### config.mk
export PLATFORM = sky130hd
export DESIGN_NAME = cordic_iter_ctrl_flat
export DESIGN_NICKNAME = d
export VERILOG_FILES = /design/src/rtl/cordic_iter_ctrl_if.sv /design/src/rtl/cordic_iter_ctrl.sv /design/src/flat_wrapper.sv
export SDC_FILE = /design/constraint.sdc
export NUM_CORES = 1
export LEC_CHECK = 0
export ABC_AREA = 1
export BUFFER_PORTS_ARGS = -buffer_cell sky130_fd_sc_hd__buf_2
export CAP_MARGIN = 10
export CORE_ASPECT_RATIO = 0.6
export CORE_MARGIN = 8
export CORE_UTILIZATION = 35
export CTS_CLUSTER_SIZE = 12
export DETAILED_ROUTE_END_ITERATION = 6
export GPL_ROUTABILITY_DRIVEN = 1
export PLACE_DENSITY = 0.71
export SKIP_LAST_GASP = 1
export SLEW_MARGIN = 20
export SYNTH_ARGS = -nofsm -noshare
export SYNTH_HDL_FRONTEND = slang
export SYNTH_SLANG_ARGS = --single-unit
### constraint.sdc
create_clock -name clk_i -period 1.7 [get_ports clk_i]
set_input_delay 0.34 -clock clk_i [delete_from_list [all_inputs] [get_ports clk_i]]
set_output_delay 0.34 -clock clk_i [all_outputs]
set_load 0.02 [all_outputs]
### src/rtl/cordic_iter_ctrl_if.sv
// rtl/cordic_iter_ctrl_if.sv - job request/result handshake between FPU front-end and cordic sequencer
interface cordic_iter_ctrl_if;
  logic        in_valid;
  logic        in_ready;
  logic        in_mode;
  logic [4:0]  in_iters;
  logic [31:0] in_x;
  logic [31:0] in_y;
  logic [31:0] in_z;
  logic        out_valid;
  logic        out_ready;
  logic [31:0] out_x;
  logic [31:0] out_y;
  logic [31:0] out_z;
  logic        out_mode;

  modport master (
    output in_valid, in_mode, in_iters, in_x, in_y, in_z, out_ready,
    input  in_ready, out_valid, out_x, out_y, out_z, out_mode
  );

  modport slave (
    input  in_valid, in_mode, in_iters, in_x, in_y, in_z, out_ready,
    output in_ready, out_valid, out_x, out_y, out_z, out_mode
  );
endinterface

### src/rtl/cordic_iter_ctrl.sv
// rtl/cordic_iter_ctrl.sv - iterative sequencer driving a shared single-stage cordic datapath
module cordic_iter_ctrl #(
  parameter int N_ITER    = 24,
  parameter int STAGE_LAT = 1
) (
  input  logic                 clk_i,
  input  logic                 rst_ni,
  input  logic                 abort_i,
  cordic_iter_ctrl_if.slave    job,
  output logic                 busy,
  output logic                 mode_err,
  output logic                 cdc_mode,
  output logic [4:0]           cdc_stage,
  output logic [31:0]          cdc_x,
  output logic [31:0]          cdc_y,
  output logic [31:0]          cdc_z,
  input  logic [31:0]          cdc_x_out,
  input  logic [31:0]          cdc_y_out,
  input  logic [31:0]          cdc_z_out,
  input  logic                 cdc_mode_out
);

  localparam int              LAT_W    = (STAGE_LAT > 1) ? $clog2(STAGE_LAT) : 1;
  localparam logic [LAT_W-1:0] LAT_LOAD = LAT_W'(STAGE_LAT - 1);
  localparam logic [4:0]       ITER_DEF = 5'(N_ITER);

  typedef enum logic [1:0] {S_IDLE, S_ISSUE, S_WAIT, S_DONE} state_t;

  state_t            state_q, state_d;
  logic [4:0]        cnt_q, cnt_d;
  logic [4:0]        iters_q, iters_d;
  logic [LAT_W-1:0]  lat_q, lat_d;
  logic [31:0]       x_q, x_d, y_q, y_d, z_q, z_d;
  logic              mode_q, mode_d;
  logic              err_q, err_d;

  always_ff @(posedge clk_i or negedge rst_ni) begin
    if (!rst_ni) begin
      state_q <= S_IDLE;
      cnt_q   <= '0;
      iters_q <= '0;
      lat_q   <= '0;
      x_q     <= '0;
      y_q     <= '0;
      z_q     <= '0;
      mode_q  <= 1'b0;
      err_q   <= 1'b0;
    end else begin
      state_q <= state_d;
      cnt_q   <= cnt_d;
      iters_q <= iters_d;
      lat_q   <= lat_d;
      x_q     <= x_d;
      y_q     <= y_d;
      z_q     <= z_d;
      mode_q  <= mode_d;
      err_q   <= err_d;
    end
  end

  always_comb begin
    state_d = state_q;
    cnt_d   = cnt_q;
    iters_d = iters_q;
    lat_d   = lat_q;
    x_d     = x_q;
    y_d     = y_q;
    z_d     = z_q;
    mode_d  = mode_q;
    err_d   = err_q;
    // Abort keeps the working registers so a discarded result stays observable.
    if (abort_i) begin
      state_d = S_IDLE;
      cnt_d   = '0;
    end else begin
      unique case (state_q)
        S_IDLE: begin
          if (job.in_valid) begin
            x_d     = job.in_x;
            y_d     = job.in_y;
            z_d     = job.in_z;
            mode_d  = job.in_mode;
            iters_d = (job.in_iters == 5'd0) ? ITER_DEF : job.in_iters;
            cnt_d   = '0;
            state_d = S_ISSUE;
          end
        end
        S_ISSUE: begin
          lat_d   = LAT_LOAD;
          state_d = S_WAIT;
        end
        S_WAIT: begin
          if (lat_q == '0) begin
            x_d   = cdc_x_out;
            y_d   = cdc_y_out;
            z_d   = cdc_z_out;
            err_d = err_q | (cdc_mode_out != mode_q);
            if (cnt_q == iters_q - 5'd1) begin
              state_d = S_DONE;
            end else begin
              cnt_d   = cnt_q + 5'd1;
              state_d = S_ISSUE;
            end
          end else begin
            lat_d = lat_q - LAT_W'(1);
          end
        end
        S_DONE: begin
          if (job.out_ready) state_d = S_IDLE;
        end
        default: state_d = S_IDLE;
      endcase
    end
  end

  // Stage inputs come straight from the working registers, which only move at capture,
  // so they stay constant across ISSUE and the whole WAIT window.
  assign cdc_x     = x_q;
  assign cdc_y     = y_q;
  assign cdc_z     = z_q;
  assign cdc_mode  = mode_q;
  assign cdc_stage = cnt_q;

  assign job.in_ready  = (state_q == S_IDLE) && !abort_i;
  assign job.out_valid = (state_q == S_DONE);
  assign job.out_x     = x_q;
  assign job.out_y     = y_q;
  assign job.out_z     = z_q;
  assign job.out_mode  = mode_q;
  assign busy          = (state_q != S_IDLE);
  assign mode_err      = err_q;

endmodule

### src/flat_wrapper.sv
// flat-port wrapper written by rule: the top's interface ports become plain ports
module cordic_iter_ctrl_flat 
#(
  parameter int N_ITER    = 24,
  parameter int STAGE_LAT = 1
)
  (clk_i, rst_ni, abort_i, busy, mode_err, cdc_mode, cdc_stage, cdc_x, cdc_y, cdc_z, cdc_x_out, cdc_y_out, cdc_z_out, cdc_mode_out, job_in_valid, job_in_mode, job_in_iters, job_in_x, job_in_y, job_in_z, job_out_ready, job_in_ready, job_out_valid, job_out_x, job_out_y, job_out_z, job_out_mode);
  cordic_iter_ctrl_if job_i ();
  input  logic clk_i;
  input  logic rst_ni;
  input  logic abort_i;
  output logic busy;
  output logic mode_err;
  output logic cdc_mode;
  output logic [4:0] cdc_stage;
  output logic [31:0] cdc_x;
  output logic [31:0] cdc_y;
  output logic [31:0] cdc_z;
  input  logic [31:0] cdc_x_out;
  input  logic [31:0] cdc_y_out;
  input  logic [31:0] cdc_z_out;
  input  logic cdc_mode_out;
  input wire logic [$bits(job_i.in_valid)-1:0] job_in_valid;
  input wire logic [$bits(job_i.in_mode)-1:0] job_in_mode;
  input wire logic [$bits(job_i.in_iters)-1:0] job_in_iters;
  input wire logic [$bits(job_i.in_x)-1:0] job_in_x;
  input wire logic [$bits(job_i.in_y)-1:0] job_in_y;
  input wire logic [$bits(job_i.in_z)-1:0] job_in_z;
  input wire logic [$bits(job_i.out_ready)-1:0] job_out_ready;
  output wire logic [$bits(job_i.in_ready)-1:0] job_in_ready;
  output wire logic [$bits(job_i.out_valid)-1:0] job_out_valid;
  output wire logic [$bits(job_i.out_x)-1:0] job_out_x;
  output wire logic [$bits(job_i.out_y)-1:0] job_out_y;
  output wire logic [$bits(job_i.out_z)-1:0] job_out_z;
  output wire logic [$bits(job_i.out_mode)-1:0] job_out_mode;
  assign job_i.in_valid = job_in_valid;
  assign job_i.in_mode = job_in_mode;
  assign job_i.in_iters = job_in_iters;
  assign job_i.in_x = job_in_x;
  assign job_i.in_y = job_in_y;
  assign job_i.in_z = job_in_z;
  assign job_i.out_ready = job_out_ready;
  assign job_in_ready = job_i.in_ready;
  assign job_out_valid = job_i.out_valid;
  assign job_out_x = job_i.out_x;
  assign job_out_y = job_i.out_y;
  assign job_out_z = job_i.out_z;
  assign job_out_mode = job_i.out_mode;
  cordic_iter_ctrl #(.N_ITER(N_ITER), .STAGE_LAT(STAGE_LAT)) u_core (.clk_i(clk_i), .rst_ni(rst_ni), .abort_i(abort_i), .job(job_i), .busy(busy), .mode_err(mode_err), .cdc_mode(cdc_mode), .cdc_stage(cdc_stage), .cdc_x(cdc_x), .cdc_y(cdc_y), .cdc_z(cdc_z), .cdc_x_out(cdc_x_out), .cdc_y_out(cdc_y_out), .cdc_z_out(cdc_z_out), .cdc_mode_out(cdc_mode_out));
endmodule
==> results of run 1 <==
[how the worst min path moves through the flow]
stage	to	slack, ns	cells past startpoint
after floorplan	u_core.cdc_mode	0.04	0
after global placement	u_core.iters_q[3]	0.26	1
after detailed placement	u_core.iters_q[3]	0.26	1
after CTS	u_core.cdc_mode	0.17	3
after global routing	u_core.cdc_mode	0.18	3
final	u_core.cdc_mode	0.18	3
[state kept, by name (all words and copies together), names as in the netlist]
register,count
u_core.cdc_mode,1
u_core.mode_err,1
u_core.cdc_x,32
u_core.cdc_y,32
u_core.cdc_stage,5
u_core.iters_q,5
u_core.cdc_z,32
u_core.state_q,2
[Yosys cell counts]
cell type	count	area share
o21ai_2	1	0.0015
xor2_1	3	0.0044
dfrtp_1	110	0.46
nor2_4	1	0.0019
nand2_1	150	0.095
a21o_1	1	0.0013
ha_1	2	0.0042
a22oi_1	1	0.0013
clkbuf_1	15	0.0095
inv_1	19	0.012
o21ai_0	99	0.083
o21ai_1	99	0.083
buf_6	2	0.0038
buf_4	102	0.13
inv_2	4	0.0025
buf_2	19	0.016
nor2_1	114	0.072
nand3_1	10	0.0084
xnor2_1	1	0.0015
nor4_1	1	0.0011
nand4_1	5	0.0053
[power breakdown]
part	internal [mW]	switching, mW
logic	1.16	2.28
clock network	1.15	0.987
registers	3.10	0.416
total	5.41	3.68
[cells by family (layout without fill, tap and decap cells)]
group	count (synthesis)	after routing
simple gates	281	281
compound gates	201	201
buf+inv	161	464
flops	110	110
xor+xnor	4	4
fa+ha+maj	2	2
[stage by stage]
step / setup TNS, ns / setup WS [ns] / utilization
finish: 0 / 0.104 / 0.468
global route: -0.00685 / -0.00685 / 0.468
CTS: 0 / 0.00835 / 0.466
detailed placement: 0 / 0.115 / 0.448
global placement: 0 / 0.131 / 0.448
floorplan: 0 / 0.128 / -
[metal layers]
layer / share of wire / global-route usage
met5: 0 / 0
met4: 0.013 / 0.0401
met3: 0.087 / 0.0524
met2: 0.48 / 0.310
met1: 0.42 / 0.248
[critical path, cell delays in order (launching register included)]
cell and delay, ns:
dfrtp_2 0.46, nor2_2 0.13, inv_1 0.07, nor2_2 0.10, buf_4 0.16
[timing repair]
action	CTS	global route
setup buffers	0	2
hold endpoints to repair	17	0
endpoints found under the setup margin	1	8
gates resized for setup	2	8
hold buffers	1	0
pin swaps	0	8
[layout make-up]
cell class | instances | area share
flip-flops and latches | 110 | 0.348
repair buffers | 426 | 0.289
multi-input cells | 488 | 0.277
well taps | 234 | 0.0370
clock buffers | 9 | 0.0284
inverters | 23 | 0.0111
clock inverters | 6 | 0.00901
==> metrics.txt, run 1 <==
Final Non-Filler Cells=about 1300; Mapped Area=between 5000 and 6000 sq um; Fin Clk Skew=between 0.006 and 0.007 ns; maximum vdd drop=about 0.47 mV; CP endpoint=job_in_ready; clk buf depth=2; worst setup path start=u_core.state_q[0]; vias in the first global route=about 6000; hpwl dp=between 15 and 20 mm; wire length per cell=16.8 microns; Cells after DPL=between 1000 and 1500; vias post-DR=around 6000; PwrDens=around 1100 nW/um^2; Num CTS Buffers=9; WHS=about 0.18 ns; Final Cycle Share=0.939; Post-route DRC=0; CTS clk-pin slew, worst paths=about 0.08 ns; R2R Path End=u_core.cdc_stage[1]; filler instances=around 1700; required time of the critical path=1.36 ns; Slew @ Worst Pin=0.433 ns; # setup viols final=0; R2R cell count=12; first-pass GRT wire length=roughly 33 mm; post-synthesis mux area share=0; GRT Residual Overflow=0; Worst R2R Setup Slack=0.13 ns; number of antenna violations at the first check in global routing=0; Synth Area in XOR/XNOR=0.00589; status=finished clean; Worst Path Arrival=between 1 and 1.5 ns; adder-cell area share of the yosys netlist=0.00421; Num Clock Sinks=110; Final Max Tran Viols=0; Leak Pwr=between 4 and 5 nW; latest clock arrival within the worst-skew pair=0.34 ns; Die Y=117 microns; fmax=approximately 0.63 GHz; type of the worst setup path=reg -> out; crit start category=flop; hold_sp=job_in_mode; die outline area=around 22000 sq um; row count=37; largest net degree at the start of global routing=98; syn_nets=around 970; Vias per Instance=about 4.7; IO Pins=roughly 410; sequential area share after synthesis=0.463; gr usage total=0.189; max_cap viols=0; Finished Cell Area=approximately 8000 sq um; Placed Area=7570 sq um; largest fanout on the critical path=5; Final GP Congestion=0.896; Sequential Area=about 2800 sq um; Cells after Synth=about 760; Starting Density=0.352; r2r startpoint=u_core.iters_q[0]; commonest non-fill, non-tap cells in the layout=buf_2 (404), nand2_1 (150), nor2_1 (112); Hold/Removal Path Class=in -> reg; Tmin final=between 1.5 and 2 ns; area delta synth->final=33.2%; CTS tree=built; post-synthesis simple-gate area fraction=0.183; Seq cells post-synth=110; DRT iter0 DRCs=around 360; Clk Tree Root Cell=clkbuf_16; Critical Path Sink Type=output pin; Yosys cell types=21; Design Power=roughly 9.1 mW; Compound-Gate Fraction of Synth Area=0.171; largest family of logic cells by synthesized area=simple AND/OR/NAND/NOR gates; syn avg cell area=7.83 sq um; layout cells sized above 1=0.427; Ys Warns=0; multi-input logic area=between 2000 and 2500 sq um; Port-buffer cells=slightly above 400; n_diodes=0; overall die width=between 150 and 200 microns; Max H-tree Level=3; Nets=roughly 1300; slew margin rel.=0.712; final hold vios=0; Final ANT Viol Nets=0; Pre-antenna DRT Iters=5; WL final=around 22 mm; total core area=16900 sq um; leading cell type in the layout, fill and taps excluded=buf_2
Note: power is estimated with default switching activity, not from simulation.
==> inputs of run 2 (changes only) <==
==> constraint.sdc (replaced) <==
create_clock -name clk_i -period 1.7 [get_ports clk_i]
set_input_delay 0.34 -clock clk_i [delete_from_list [all_inputs] [get_ports clk_i]]
set_output_delay 0.34 -clock clk_i [all_outputs]
set_load 0.1 [all_outputs]
==> run 2 against run 1 <==
Maximum frequency is 5.0% lower; critical path type unchanged; register-to-register slack better by 0.03 ns; first-iteration DRC count is 12% higher; core utilization is 0.51 points higher; flip-flop and latch count stayed put; sequential power hardly changed; critical path depth stayed put; worst setup slack worse by 0.083 ns; highest routed layer is now met5; routed wire length is 1.0% higher; final cell count hardly changed; total power is 64% higher; via count is 0.16% lower.
==> metrics.txt, run 2 (synthesized netlist as in run 1, its figures left out) <==
Sequential Area=2760 sq um (+0.27%); gr usage total=0.193 (+0.00376); largest net degree at the start of global routing=98 (unchanged); critical path's top delay family=flip-flops; crit start category=flop; total core area=16900 sq um (unchanged); Leak Pwr=4.37 nW (+0.12%); n_diodes=0 (unchanged); multi-input logic area=2220 sq um (+1.0%); area delta synth->final=34.7%; # setup viols final=0 (unchanged); Clk Tree Root Cell=clkbuf_16; R2R cell count=13 (+1); fmax=0.595 GHz (-5.0%); largest fanout on the critical path=3 (-2); Vias per Instance=4.71 (-0.24%); Max H-tree Level=3 (unchanged); CTS tree=built; R2R Path End=u_core.cdc_stage[2]; DRT iter0 DRCs=405 (+12%); Post-Place Worst Slack=0.0573 ns (-0.0576 ns); Slew @ Worst Pin=0.537 ns (+0.104 ns); Finished Cell Area=8000 sq um (+1.1%); worst hold stages=3 (unchanged); Final Max Tran Viols=0 (unchanged); Final Cycle Share=0.988 (+0.0490); Starting Density=0.352 (unchanged); hpwl dp=17.0 mm (about the same); CTS clk-pin slew, worst paths=0.09 ns (about the same); leading cell type in the layout, fill and taps excluded=buf_2; type of the worst setup path=reg -> out; vias post-DR=6104 (-0.16%); Hold/Removal Path Class=in -> reg; layout cells sized above 1=0.439 (+0.0118); Final ANT Viol Nets=0 (unchanged); max_cap viols=0 (unchanged); vias in the first global route=6072 (+0.48%); wire length per cell=17.0 microns (+0.97%); RSZ-0062 raised after global routing=true; row count=37 (unchanged); Placed Area=7600 sq um (+0.40%); commonest non-fill, non-tap cells in the layout=buf_2 (402), nand2_1 (147), nor2_1 (110); CP cell instances=nor2_4 -> clkinvlp_4 -> buf_4 -> buf_12; Final GP Congestion=0.893 (-0.39%); M3 GR Usage=0.0654 (+0.0129); Crit path buffers/inverters=3 (+1); worst hold endpoint=u_core.cdc_mode; latest clock arrival within the worst-skew pair=0.35 ns (about the same); filler instances=1661 (-2.6%); CP max stage cell=dfrtp_2; Pre-antenna DRT Iters=5 (unchanged); status=finished clean; Num Clock Sinks=110 (unchanged); Worst Path Arrival=1.34 ns (+0.08 ns); Util after Layout=0.474 (+0.00511); required time of the critical path=1.36 ns (about the same); maximum vdd drop=0.944 mV (+100%); overall die width=184 microns (unchanged); r2r startpoint=u_core.iters_q[0]; Post-route DRC=0 (unchanged); Fin Clk Skew=0.0124 ns (+0.00567 ns); first-pass GRT wire length=33.1 mm (+1.1%); CP peak stage delay=0.44 ns (-0.02 ns); number of antenna violations at the first check in global routing=1 (+1); Critical Path Sink Type=output pin; gr busiest metal=met2; die outline area=21500 sq um (unchanged); final hold vios=0 (unchanged); Num CTS Buffers=9 (unchanged); Die Y=117 microns (unchanged); PwrDens=1860 nW/um^2 (+62%); GRT Residual Overflow=0 (unchanged); slew margin rel.=0.645 (-0.0669); hold_sp=job_in_mode; M2 GR Usage=0.320 (+0.0101); Port-buffer cells=406 (unchanged); GRT met1 Usage=0.242 (-0.00527); clk buf depth=2 (unchanged); WL final=22.0 mm (+1.0%); IO Pins=407 (unchanged); Worst R2R Setup Slack=0.16 ns (+0.03 ns); Tmin final=1.68 ns (+0.0833 ns); Nets=1264 (unchanged); min setup slack post-route=0.0207 ns (-0.0833 ns)
run 2: cell count changes in the layout (fill, tap and decap cells not counted), moves of 2 or more:
cell / previous run / this run
dfrtp_1: 108 / 102
dfrtp_2: 2 / 8
buf_12: 8 / 11
clkbuf_8: 0 / 3
nand2_1: 150 / 147
nand2_2: 0 / 3
buf_2: 404 / 402
nor2_1: 112 / 110
nor2_4: 1 / 3
run 2: what timing repair did:
item / in CTS / in global routing
hold buffers: 1 / 0
gates resized for setup: 1 / 9
pin swaps: 2 / 10
gates cloned: 0 / 0
buffers inserted: 4 / 4
endpoints found under the hold margin: 1 / 0
endpoints found under the setup margin: 1 / 17
run 2: how the worst max path moves through the flow:
stage                     endpoint               from  slack, ns  cells after the start
5_1_grt               job_in_ready  u_core.state_q[0]      -0.04                      4
3_5_place_dp   u_core.cdc_stage[1]  u_core.iters_q[0]       0.06                     12
6_report                      busy  u_core.state_q[0]       0.02                      4
4_1_cts               job_in_ready  u_core.state_q[1]     -0.001                      4
3_3_place_gp   u_core.cdc_stage[2]  u_core.iters_q[0]       0.10                     12
2_1_floorplan    u_core.iters_q[4]  u_core.state_q[0]      -0.52                      7
run 2: where the power goes:
group / switching, mW / internal (mW) / total, mW / leakage, nW
clock: 1.02 / 1.14 / 2.16 / 0.151
combinational: 8.00 / 1.18 / 9.19 / 2.86
sequential: 0.424 / 3.10 / 3.53 / 1.35
run 2: metal layers:
layer / vias up / wire, microns
met4: 2 / 309
met1: 2844 / 8980
met2: 270 / 10600
li1: 2968 / -
met3: 20 / 2130
met5: - / 13
run 2: per-stage QoR:
stage          hold slack (ns)  power (mW)  setup TNS, ns  std cells
2_1_floorplan           0.0444        11.7          -3.26        759
3_3_place_gp             0.148        12.7              0       1272
3_5_place_dp             0.149        12.7              0       1272
4_1_cts                  0.177        15.0      -0.000958       1293
5_1_grt                  0.191        15.4        -0.0835       1297
6_report                 0.190        14.9              0       1297
run 2: final cells by class:
| cell class | count | area share |
|---|---|---|
| inverters | 23 | 0.0117 |
| clock buffers | 12 | 0.0333 |
| repair buffers | 426 | 0.291 |
| multi-input cells | 488 | 0.277 |
| clock inverters | 4 | 0.00469 |
| well taps | 234 | 0.0366 |
| flip-flops and latches | 110 | 0.345 |
run 2: worst reg2reg max path, stage by stage (launching register included):
cell and delay (ns):
dfrtp_1 0.41, inv_2 0.11, ha_4 0.15, inv_1 0.04
nand2_1 0.07, nand2_1 0.06, nand2_1 0.05, nand2_1 0.06
nand3_1 0.09, nor2_1 0.05, nand2_1 0.09, nand3_2 0.12
nand2_1 0.09, nand2_1 0.05
==> inputs of run 3 (changes only) <==
Settings changed: CORE_AREA from default to 8 8 152 154, CORE_ASPECT_RATIO 0.6 to default, CORE_MARGIN 8 to default, CORE_UTILIZATION 35 to default, DIE_AREA from default to 0 0 160 162, PLACE_DENSITY 0.71 to 0.61.
==> run 3 against run 2 <==
Final cell count grew 3.2%; worst setup slack lost 0.013 ns; flip-flop and latch count is the same; via count is essentially flat; count of clock-buffer cells in the layout shrank 1; combinational power is essentially flat; routed wire length grew 6.7%; global-route usage shrank 2.4 points.
==> metrics.txt, run 3 (synthesized netlist as in run 1, its figures left out) <==
status=finished clean; max_cap viols=0 (unchanged); CP max stage cell=dfrtp_2; Fin Clk Skew=0.0130 ns (+0.000593 ns); overall die width=160 microns (-13%); Num CTS Buffers=9 (unchanged); slew margin rel.=0.646 (+0.00169); CTS tree=built; WL final=23.5 mm (+6.7%); Final GP Congestion=0.853 (-4.5%); PwrDens=1830 nW/um^2 (-1.4%); largest net degree at the start of global routing=53 (-46%); IO Pins=407 (unchanged); CP cell instances=nor2_4 -> clkinvlp_4 -> nor2_4 -> buf_12; CTS clk-pin slew, worst paths=0.08 ns (about the same); RSZ-0062 raised after global routing=true; setup_tns=0 ns (unchanged); layout cells sized above 1=0.435 (-0.00417); critical path's top delay family=flip-flops; required time of the critical path=1.36 ns (about the same); # setup viols final=0 (unchanged); Tmin final=1.69 ns (+0.0133 ns); Starting Density=0.287 (-0.0645); Slew @ Worst Pin=0.534 ns (-0.00255 ns); Worst Path Arrival=1.35 ns (about the same); Vias per Instance=4.56 (-3.0%); leading cell type in the layout, fill and taps excluded=buf_2; maximum vdd drop=1.14 mV (+21%); Pre-antenna DRT Iters=5 (unchanged); row count=53 (+43%); die outline area=25900 sq um (+20%); DRT iter0 DRCs=536 (+32%); Post-route DRC=0 (unchanged); Critical Path Sink Type=output pin; CP peak stage delay=0.43 ns (about the same); wire length per cell=17.6 microns (+3.4%); hpwl dp=17.6 mm (+3.5%); most used cell, CP=nor2_4; Hold/Removal Path Class=in -> reg; area delta synth->final=35.9%; commonest non-fill, non-tap cells in the layout=buf_2 (402), nand2_1 (149), nor2_1 (111); Leak Pwr=4.37 nW (+0.14%); Final Max Tran Viols=0 (unchanged); Final Cycle Share=0.996 (+0.00780); WHS=0.180 ns (-0.00961 ns); total core area=20700 sq um (+22%); vias post-DR=6110 (+0.098%); Nets=1265 (+0.079%); gr usage total=0.168 (-0.0243); first-pass GRT wire length=35.3 mm (+6.5%); Num Clock Sinks=110 (unchanged); largest fanout on the critical path=2 (-1); vias in the first global route=5996 (-1.3%); clk buf depth=2 (unchanged); Clk Tree Root Cell=clkbuf_16; Max H-tree Level=3 (unchanged); final hold vios=0 (unchanged); crit start category=flop; type of the worst setup path=reg -> out; latest clock arrival within the worst-skew pair=0.35 ns (about the same); GRT Residual Overflow=0 (unchanged); n_diodes=0 (unchanged); Design Power=14.8 mW (-0.46%); Crit path buffers/inverters=2 (-1); Final ANT Viol Nets=0 (unchanged); fmax=0.591 GHz (-0.78%); Final Non-Filler Cells=1339 (+3.2%); Die Y=162 microns (+39%); Cells after DPL=1316 (+3.5%); Port-buffer cells=406 (unchanged); number of antenna violations at the first check in global routing=1 (unchanged)
==> run 3: changes by cell type in the layout (fill, tap and decap cells not counted), moves of 2 or more <==
cell and change:
buf_4 -3, buf_6 +2, clkbuf_16 +2, clkbuf_8 -2
clkinvlp_4 +2, nand2_1 +2, nand2_2 -2, o21ai_0 -2
o21ai_1 +2
==> run 3: stage by stage <==
stage | utilization | setup slack (ns) | cell area (sq um)
after global placement | 0.371 | 0.152 | 7670
final | 0.390 | 0.00744 | 8080
after floorplan | - | -0.517 | 5970
after detailed placement | 0.371 | 0.118 | 7670
after CTS | 0.386 | -0.0272 | 7990
after global routing | 0.390 | -0.0448 | 8080
==> run 3: what timing repair did <==
action / CTS / global route
hold endpoints to repair: 20 / 0
endpoints found under the setup margin: 1 / 15
pin swaps: 0 / 2
resized for setup: 1 / 10
buffers inserted: 3 / 1
cloned: 0 / 2
hold buffers: 1 / 0
==> run 3: per-layer routing <==
metal | vias to the layer above | part of all wire | global-route usage
met5 | - | 0.00051 | 0
met4 | 2 | 0.012 | 0.0463
met3 | 18 | 0.068 | 0.0453
met2 | 253 | 0.50 | 0.285
met1 | 2876 | 0.41 | 0.208
li1 | 2961 | - | -
==> run 3: worst reg2reg max path: stages (launching register included) <==
cell      delay (ns)
dfrtp_2         0.43
buf_4           0.17
nor2_4          0.17
clkinv_2        0.19
buf_12          0.24
nor2_1          0.20
o21ai_1         0.09
==> run 3: power by group <==
group,switching [mW],internal [mW],total [mW]
clock network,1.02,1.05,2.07
logic,7.97,1.19,9.16
registers,0.473,3.10,3.57
==> run 3: area by class of cell <==
cell class / count / area (sq um)
clock buffers: 11 / 243
clock inverters: 5 / 41.3
fillers: 2221 / 12600
inverters: 23 / 93.8
multi-input cells: 488 / 2210
flip-flops and latches: 110 / 2760
well taps: 275 / 344
repair buffers: 427 / 2380
==> run 3: path summary, 6_finish.rpt <==
path / start / depth (start not counted) / slack, ns / endpoint
min in group asynchronous: rst_ni / 2 / 0.45 / u_core.cdc_y[2]
min: job_in_mode / 3 / 0.18 / u_core.cdc_mode
max in group asynchronous: rst_ni / 3 / 0.65 / u_core.cdc_z[14]
min reg2reg: u_core.cdc_z[2] / 2 / 0.50 / u_core.cdc_z[2]
max: u_core.state_q[0] / 4 / 0.007 / job_in_ready
max reg2reg: u_core.state_q[0] / 6 / 0.11 / u_core.cdc_z[1]
